<file path="src/rtl/tlul_rr_arbiter.sv">
`default_nettype none
// tlul_rr_arbiter: round-robin merge of NUM_HOSTS TL-UL A channels onto one downstream port,
// with an in-order source-ID FIFO that steers each D response back to its issuing host.
module tlul_rr_arbiter #(
   parameter int NUM_HOSTS       = 2,
   parameter int ADDR_W          = 12,
   parameter int DATA_W          = 32,
   parameter int MAX_OUTSTANDING = 4
) (
   input  logic                                 clk,
   input  logic                                 reset,
   input  logic [NUM_HOSTS-1:0]                 h_a_valid_i,
   input  logic [3*NUM_HOSTS-1:0]               h_a_opcode_i,
   input  logic [ADDR_W*NUM_HOSTS-1:0]          h_a_address_i,
   input  logic [DATA_W*NUM_HOSTS-1:0]          h_a_data_i,
   output logic [NUM_HOSTS-1:0]                 h_a_ready_o,
   output logic [NUM_HOSTS-1:0]                 h_d_valid_o,
   output logic [2:0]                           h_d_opcode_o,
   output logic [DATA_W-1:0]                    h_d_data_o,
   input  logic [NUM_HOSTS-1:0]                 h_d_ready_i,
   output logic                                 dn_a_valid_o,
   output logic [2:0]                           dn_a_opcode_o,
   output logic [ADDR_W-1:0]                    dn_a_address_o,
   output logic [DATA_W-1:0]                    dn_a_data_o,
   input  logic                                 dn_a_ready_i,
   input  logic                                 dn_d_valid_i,
   input  logic [2:0]                           dn_d_opcode_i,
   input  logic [DATA_W-1:0]                    dn_d_data_i,
   output logic                                 dn_d_ready_o,
   output logic [$clog2(MAX_OUTSTANDING+1)-1:0] outstanding_o,
   output logic                                 err_o
);
   localparam int IW = $clog2(NUM_HOSTS);
   localparam int PW = (MAX_OUTSTANDING > 1) ? $clog2(MAX_OUTSTANDING) : 1;
   localparam int CW = $clog2(MAX_OUTSTANDING + 1);
   localparam logic [PW-1:0] PTR_LAST  = PW'(MAX_OUTSTANDING - 1);
   localparam logic [CW-1:0] CNT_MAX   = CW'(MAX_OUTSTANDING);
   localparam logic [IW-1:0] HOST_LAST = IW'(NUM_HOSTS - 1);

   logic [IW-1:0] rr_ptr_q, rr_ptr_d;
   logic          lock_q, lock_d;
   logic [IW-1:0] lock_idx_q, lock_idx_d;
   logic [PW-1:0] wr_ptr_q, wr_ptr_d;
   logic [PW-1:0] rd_ptr_q, rd_ptr_d;
   logic [CW-1:0] count_q, count_d;
   logic          err_q, err_d;
   logic [IW-1:0] fifo_q [MAX_OUTSTANDING];

   logic [IW-1:0] win;
   logic [IW-1:0] head;
   logic          fifo_empty, fifo_full;
   logic          a_req, a_fire, d_fire;

   // Search upward from rr_ptr for the first requester; a held grant overrides the search.
   always_comb begin
      logic          found;
      logic [IW-1:0] idx;
      found = 1'b0;
      idx   = '0;
      win   = rr_ptr_q;
      for (int k = 0; k < NUM_HOSTS; k++) begin
         idx = IW'((int'(rr_ptr_q) + k) % NUM_HOSTS);
         if (!found && h_a_valid_i[idx]) begin
            found = 1'b1;
            win   = idx;
         end
      end
      if (lock_q) win = lock_idx_q;
   end

   assign fifo_empty = (count_q == '0);
   assign fifo_full  = (count_q == CNT_MAX);
   assign head       = fifo_q[rd_ptr_q];

   assign a_req  = (|h_a_valid_i) & ~fifo_full;
   assign a_fire = a_req & dn_a_ready_i;
   assign d_fire = dn_d_valid_i & ~fifo_empty & h_d_ready_i[head];

   assign dn_a_valid_o   = reset & a_req;
   assign dn_a_opcode_o  = h_a_opcode_i[3*int'(win) +: 3];
   assign dn_a_address_o = h_a_address_i[ADDR_W*int'(win) +: ADDR_W];
   assign dn_a_data_o    = h_a_data_i[DATA_W*int'(win) +: DATA_W];
   assign h_a_ready_o    = (reset & a_fire) ? (NUM_HOSTS'(1) << win) : '0;

   assign h_d_valid_o  = (!fifo_empty && dn_d_valid_i) ? (NUM_HOSTS'(1) << head) : '0;
   assign h_d_opcode_o = dn_d_opcode_i;
   assign h_d_data_o   = dn_d_data_i;
   // With nothing outstanding the beat is swallowed so the downstream cannot wedge.
   assign dn_d_ready_o = fifo_empty ? (reset & dn_d_valid_i) : h_d_ready_i[head];

   assign outstanding_o = count_q;
   assign err_o         = err_q;

   always_comb begin
      rr_ptr_d   = rr_ptr_q;
      lock_d     = a_req & ~dn_a_ready_i;
      lock_idx_d = lock_idx_q;
      wr_ptr_d   = wr_ptr_q;
      rd_ptr_d   = rd_ptr_q;
      count_d    = count_q + CW'(a_fire) - CW'(d_fire);
      err_d      = err_q | (dn_d_valid_i & fifo_empty);
      if (lock_d) lock_idx_d = win;
      if (a_fire) begin
         rr_ptr_d = (win == HOST_LAST) ? '0 : win + 1'b1;
         wr_ptr_d = (wr_ptr_q == PTR_LAST) ? '0 : wr_ptr_q + 1'b1;
      end
      if (d_fire) rd_ptr_d = (rd_ptr_q == PTR_LAST) ? '0 : rd_ptr_q + 1'b1;
   end

   always_ff @(posedge clk or negedge reset) begin
      if (!reset) begin
         rr_ptr_q   <= '0;
         lock_q     <= 1'b0;
         lock_idx_q <= '0;
         wr_ptr_q   <= '0;
         rd_ptr_q   <= '0;
         count_q    <= '0;
         err_q      <= 1'b0;
      end else begin
         rr_ptr_q   <= rr_ptr_d;
         lock_q     <= lock_d;
         lock_idx_q <= lock_idx_d;
         wr_ptr_q   <= wr_ptr_d;
         rd_ptr_q   <= rd_ptr_d;
         count_q    <= count_d;
         err_q      <= err_d;
      end
   end

   // Source-ID storage needs no reset; only the pointers and count define validity.
   always_ff @(posedge clk) begin
      if (a_fire) fifo_q[wr_ptr_q] <= win;
   end

endmodule
`default_nettype wire

</file>
<file path="config.mk">
export PLATFORM = sky130hd
export DESIGN_NAME = tlul_rr_arbiter
export DESIGN_NICKNAME = d
export VERILOG_FILES = /design/src/rtl/tlul_rr_arbiter.sv
export SDC_FILE = /design/constraint.sdc
export NUM_CORES = 1
export LEC_CHECK = 0
export CAP_MARGIN = 25
export CORE_AREA = 2 2 88 90
export CTS_BUF_LIST = sky130_fd_sc_hd__clkbuf_4 sky130_fd_sc_hd__clkbuf_8
export CTS_CLUSTER_SIZE = 20
export DETAILED_ROUTE_END_ITERATION = 10
export DIE_AREA = 0 0 90 92
export DONT_BUFFER_PORTS = 1
export GPL_ROUTABILITY_DRIVEN = 0
export GPL_TIMING_DRIVEN = 0
export PLACE_DENSITY = 0.39
export SLEW_MARGIN = 20
export SYNTH_ARGS = -nofsm -noshare
export SYNTH_HDL_FRONTEND = slang
export SYNTH_SLANG_ARGS = --single-unit
</file>
<file path="constraint.sdc">
create_clock -name clk -period 3.33 [get_ports clk]
set_input_delay 0.4995 -clock clk [delete_from_list [all_inputs] [get_ports clk]]
set_output_delay 0.4995 -clock clk [all_outputs]
set_load 0.02 [all_outputs]
</file>
==> flow_metrics.py <==
metrics = {
    "synthesis": {
        "synth_nets": 303,
        "netlist_area_um2": 1660,
        "synthArstFlopShare": 0.733,
        "netlist_top_cells_area": "mux2_2 (30%), dfrtp_1 (17%), buf_4 (16%)",
        "synthCells": 158,
        "ys_seq_elements": 15,
        "ys.flop_type": "dfrtp_1",
        "synth_commonest_cells": "mux2_2 (44), buf_4 (35), dfrtp_1 (11), inv_1 (10)",
        "yosys.area.top_type_share": 0.299,
        "synth_edf_count": 4,
        "syn_area_per_cell_um2": 10.5,
        "synth.most_common_cell": "mux2_2",
        "ys_types": 26,
        "yosys_warnings": 0,
        "yosysSeqAreaShare": 0.238,
        "synth_top_cell_by_area": "mux2_2",
    },
    "placement": {
        "post-place-cells": 260,
        "dp_hpwl_um": 3880,
        "placed_area_um2": 1790,
        "io_buffer_count": 0,
    },
    "worst_setup_path": {
        "path_cells": "nor2_1, a211oi_1, clkbuf_1, inv_1, ha_1, inv_1, ha_1, fa_1, xnor2_1, xnor2_1",
        "path_delay_family": "adder cells",
        "crit_buf_inv": 3,
        "cpPeakStageDelay_ns": 0.51,
        "required_ns": 3.46,
        "path_max_fanout": 10,
        "cp.arrival_ns": 2.80,
        "crit_type": "flop to flop",
        "cpMaxStageDelayCell": "dfrtp_1",
        "worstSetupStartpointType": "flop",
        "worstSetupEndpointType": "flop",
    },
    "die": {
        "ios": 229,
        "fp-row-count": 32,
        "fp.dieH_um": 92,
        "start_util": 0.223,
        "coreArea_um2": 7450,
        "die_width_um": 90,
        "design.die.area_um2": 8280,
    },
    "clock_tree": {
        "cts_resized": 0,
        "cts_tree": "yes",
        "clock_latency_ns": 0.24,
        "cts.path.max_buffers": 2,
        "clk_pin_slew_worst_paths_ns": 0.06,
        "numClockSinks": 15,
        "ctsHtreeMaxLevel": 1,
        "hold_buffers": 1,
        "numCtsBuffers": 3,
        "post_cts_buffers": 0,
        "cts_root_buffer": "clkbuf_8",
    },
    "finish": {
        "drive_gt1_frac": 0.552,
        "filler_cell_count": 815,
        "final_cell_area_um2": 1840,
        "fin_nets": 309,
        "syn2layout_area_growth_pct": 11.2,
        "antenna_cells": 0,
        "instances_no_fill": 265,
    },
    "drt": {
        "first_iter_violations": 17,
        "avgViaCountPerCell": 4.28,
        "wl_per_cell_um": 16.6,
        "dr.pass1.iters": 4,
        "routed_wl_um": 4400,
        "drc": 0,
        "via_count": 1133,
        "postRouteAntennaNets": 0,
    },
    "grt": {
        "use_met1": 0.115,
        "grt_pass1_vias": 1030,
        "grt-ovfl-total": 0,
        "grt_max_degree": 12,
        "grt_pass1_wl_um": 5650,
        "antenna_found_initial": 0,
        "use_met3": 0.0320,
        "grt.busiest_layer": "met2",
        "use_met2": 0.142,
        "grt_usage": 0.0880,
    },
    "sta": {
        "slew_viol_final": 0,
        "setup_viol": 0,
        "clock_skew_ns": 0.00540,
        "min_period_over_period": 0.803,
        "clock.fmax_ghz": 0.374,
        "tns_ns": 0,
        "relSlewSlack": 0.489,
        "worstMarginPinSlew_ns": 0.758,
        "layout_min_cycle_time_ns": 2.67,
        "hold_viol_final": 0,
        "rsz0062_at_grt": "false",
    },
    "worst_hold_path": {
        "worstHoldPathType": "input port to flop",
    },
    "status": {
        "status": "finished clean",
    },
    "pwr": {
        "power_leakage_nw": 0.782,
        "power.density_nw_per_um2": 845,
        "ir_drop_v": 0.000328,
        "p_total_mw": 1.56,
    },
    "run": {
        "cap_violations": 0,
    },
}
## sequential cells by signal, summed over array words and instances, names as in the netlist
| signal | cells |
|---|---|
| rd_ptr_q | 2 |
| lock_q | 1 |
| lock_idx_q | 1 |
| wr_ptr_q | 2 |
| err_o | 1 |
| fifo_q | 4 |
| outstanding_o | 3 |
| rr_ptr_q | 1 |
## through the flow
| stage | hold WS [ns] | setup slack (ns) | utilization |
|---|---|---|---|
| 2_1_floorplan | 0.204 | 0.921 | - |
| 5_1_grt | 0.370 | 0.376 | 0.248 |
| 3_5_place_dp | 0.204 | 0.643 | 0.240 |
| 3_3_place_gp | 0.204 | 0.655 | 0.240 |
| 6_report | 0.379 | 0.656 | 0.248 |
| 4_1_cts | 0.372 | 0.618 | 0.248 |
## layout make-up
class | instances | area (um2) | share of cell area
Buffer | 41 | 323 | 0.175
Clock buffer | 4 | 48.8 | 0.0265
Inverter | 10 | 37.5 | 0.0204
Multi-Input combinational cell | 92 | 902 | 0.489
Sequential cell | 15 | 395 | 0.214
Tap cell | 102 | 128 | 0.0692
Timing Repair Buffer | 1 | 10.0 | 0.00543
## power breakdown
part | internal [mW] | switching, mW | total, mW
logic | 0.426 | 0.606 | 1.03
registers | 0.273 | 0.102 | 0.375
clock network | 0.0926 | 0.0591 | 0.152
total | 0.792 | 0.767 | 1.56
## path summary, 6_finish.rpt
kind                       cells after the start  slack [ns]                to        startpoint
hold reg to reg                                1        0.52          rr_ptr_q          rr_ptr_q
min in group asynchronous                      1        0.68       wr_ptr_q[1]             reset
setup reg to reg                              10        0.66  outstanding_o[2]  outstanding_o[0]
hold / removal                                 1        0.38             err_o      dn_d_valid_i
setup / recovery                              10        0.66  outstanding_o[2]  outstanding_o[0]
max in group asynchronous                      1        2.27       rd_ptr_q[0]             reset
## cells by family (layout without fill, tap and decap cells)
family / after synthesis / count (layout) / synth area share
adder cells (fa/ha/maj): 9 / 9 / 0.0709
AND/OR/NAND/NOR: 21 / 21 / 0.0626
multiplexers: 54 / 54 / 0.379
AO/OA/AOI/OAI: 6 / 6 / 0.0211
buffers and inverters: 51 / 56 / 0.217
XOR/XNOR: 2 / 2 / 0.0106
flip-flops: 15 / 15 / 0.238
## cell usage in the layout (no fill, tap or decap), drive strengths merged
cell	Yosys	final
mux2	50	50
xnor2	2	2
a21oi	1	1
clkbuf	1	5
edfxtp	4	4
buf	40	40
nand2	3	3
ha	7	7
nor2	7	7
nor3	1	1
a21o	1	1
nor2b	2	2
and2	6	6
mux4	1	1
inv	10	10
a211oi	1	1
mux2i	3	3
dlygate4sd3	0	1
dfrtp	11	11
nand2b	1	1
nand3	1	1
o21ai	3	3
maj3	1	1
fa	1	1
## per-layer routing
metal  wire (um)  up-vias  part of all wire
met1        1790      504              0.41
met3         490        2              0.11
li1            -      510                 -
met4          27        0            0.0061
met5           0        -                 0
met2        2080      117              0.47
Note: power is estimated with default switching activity, not from simulation.
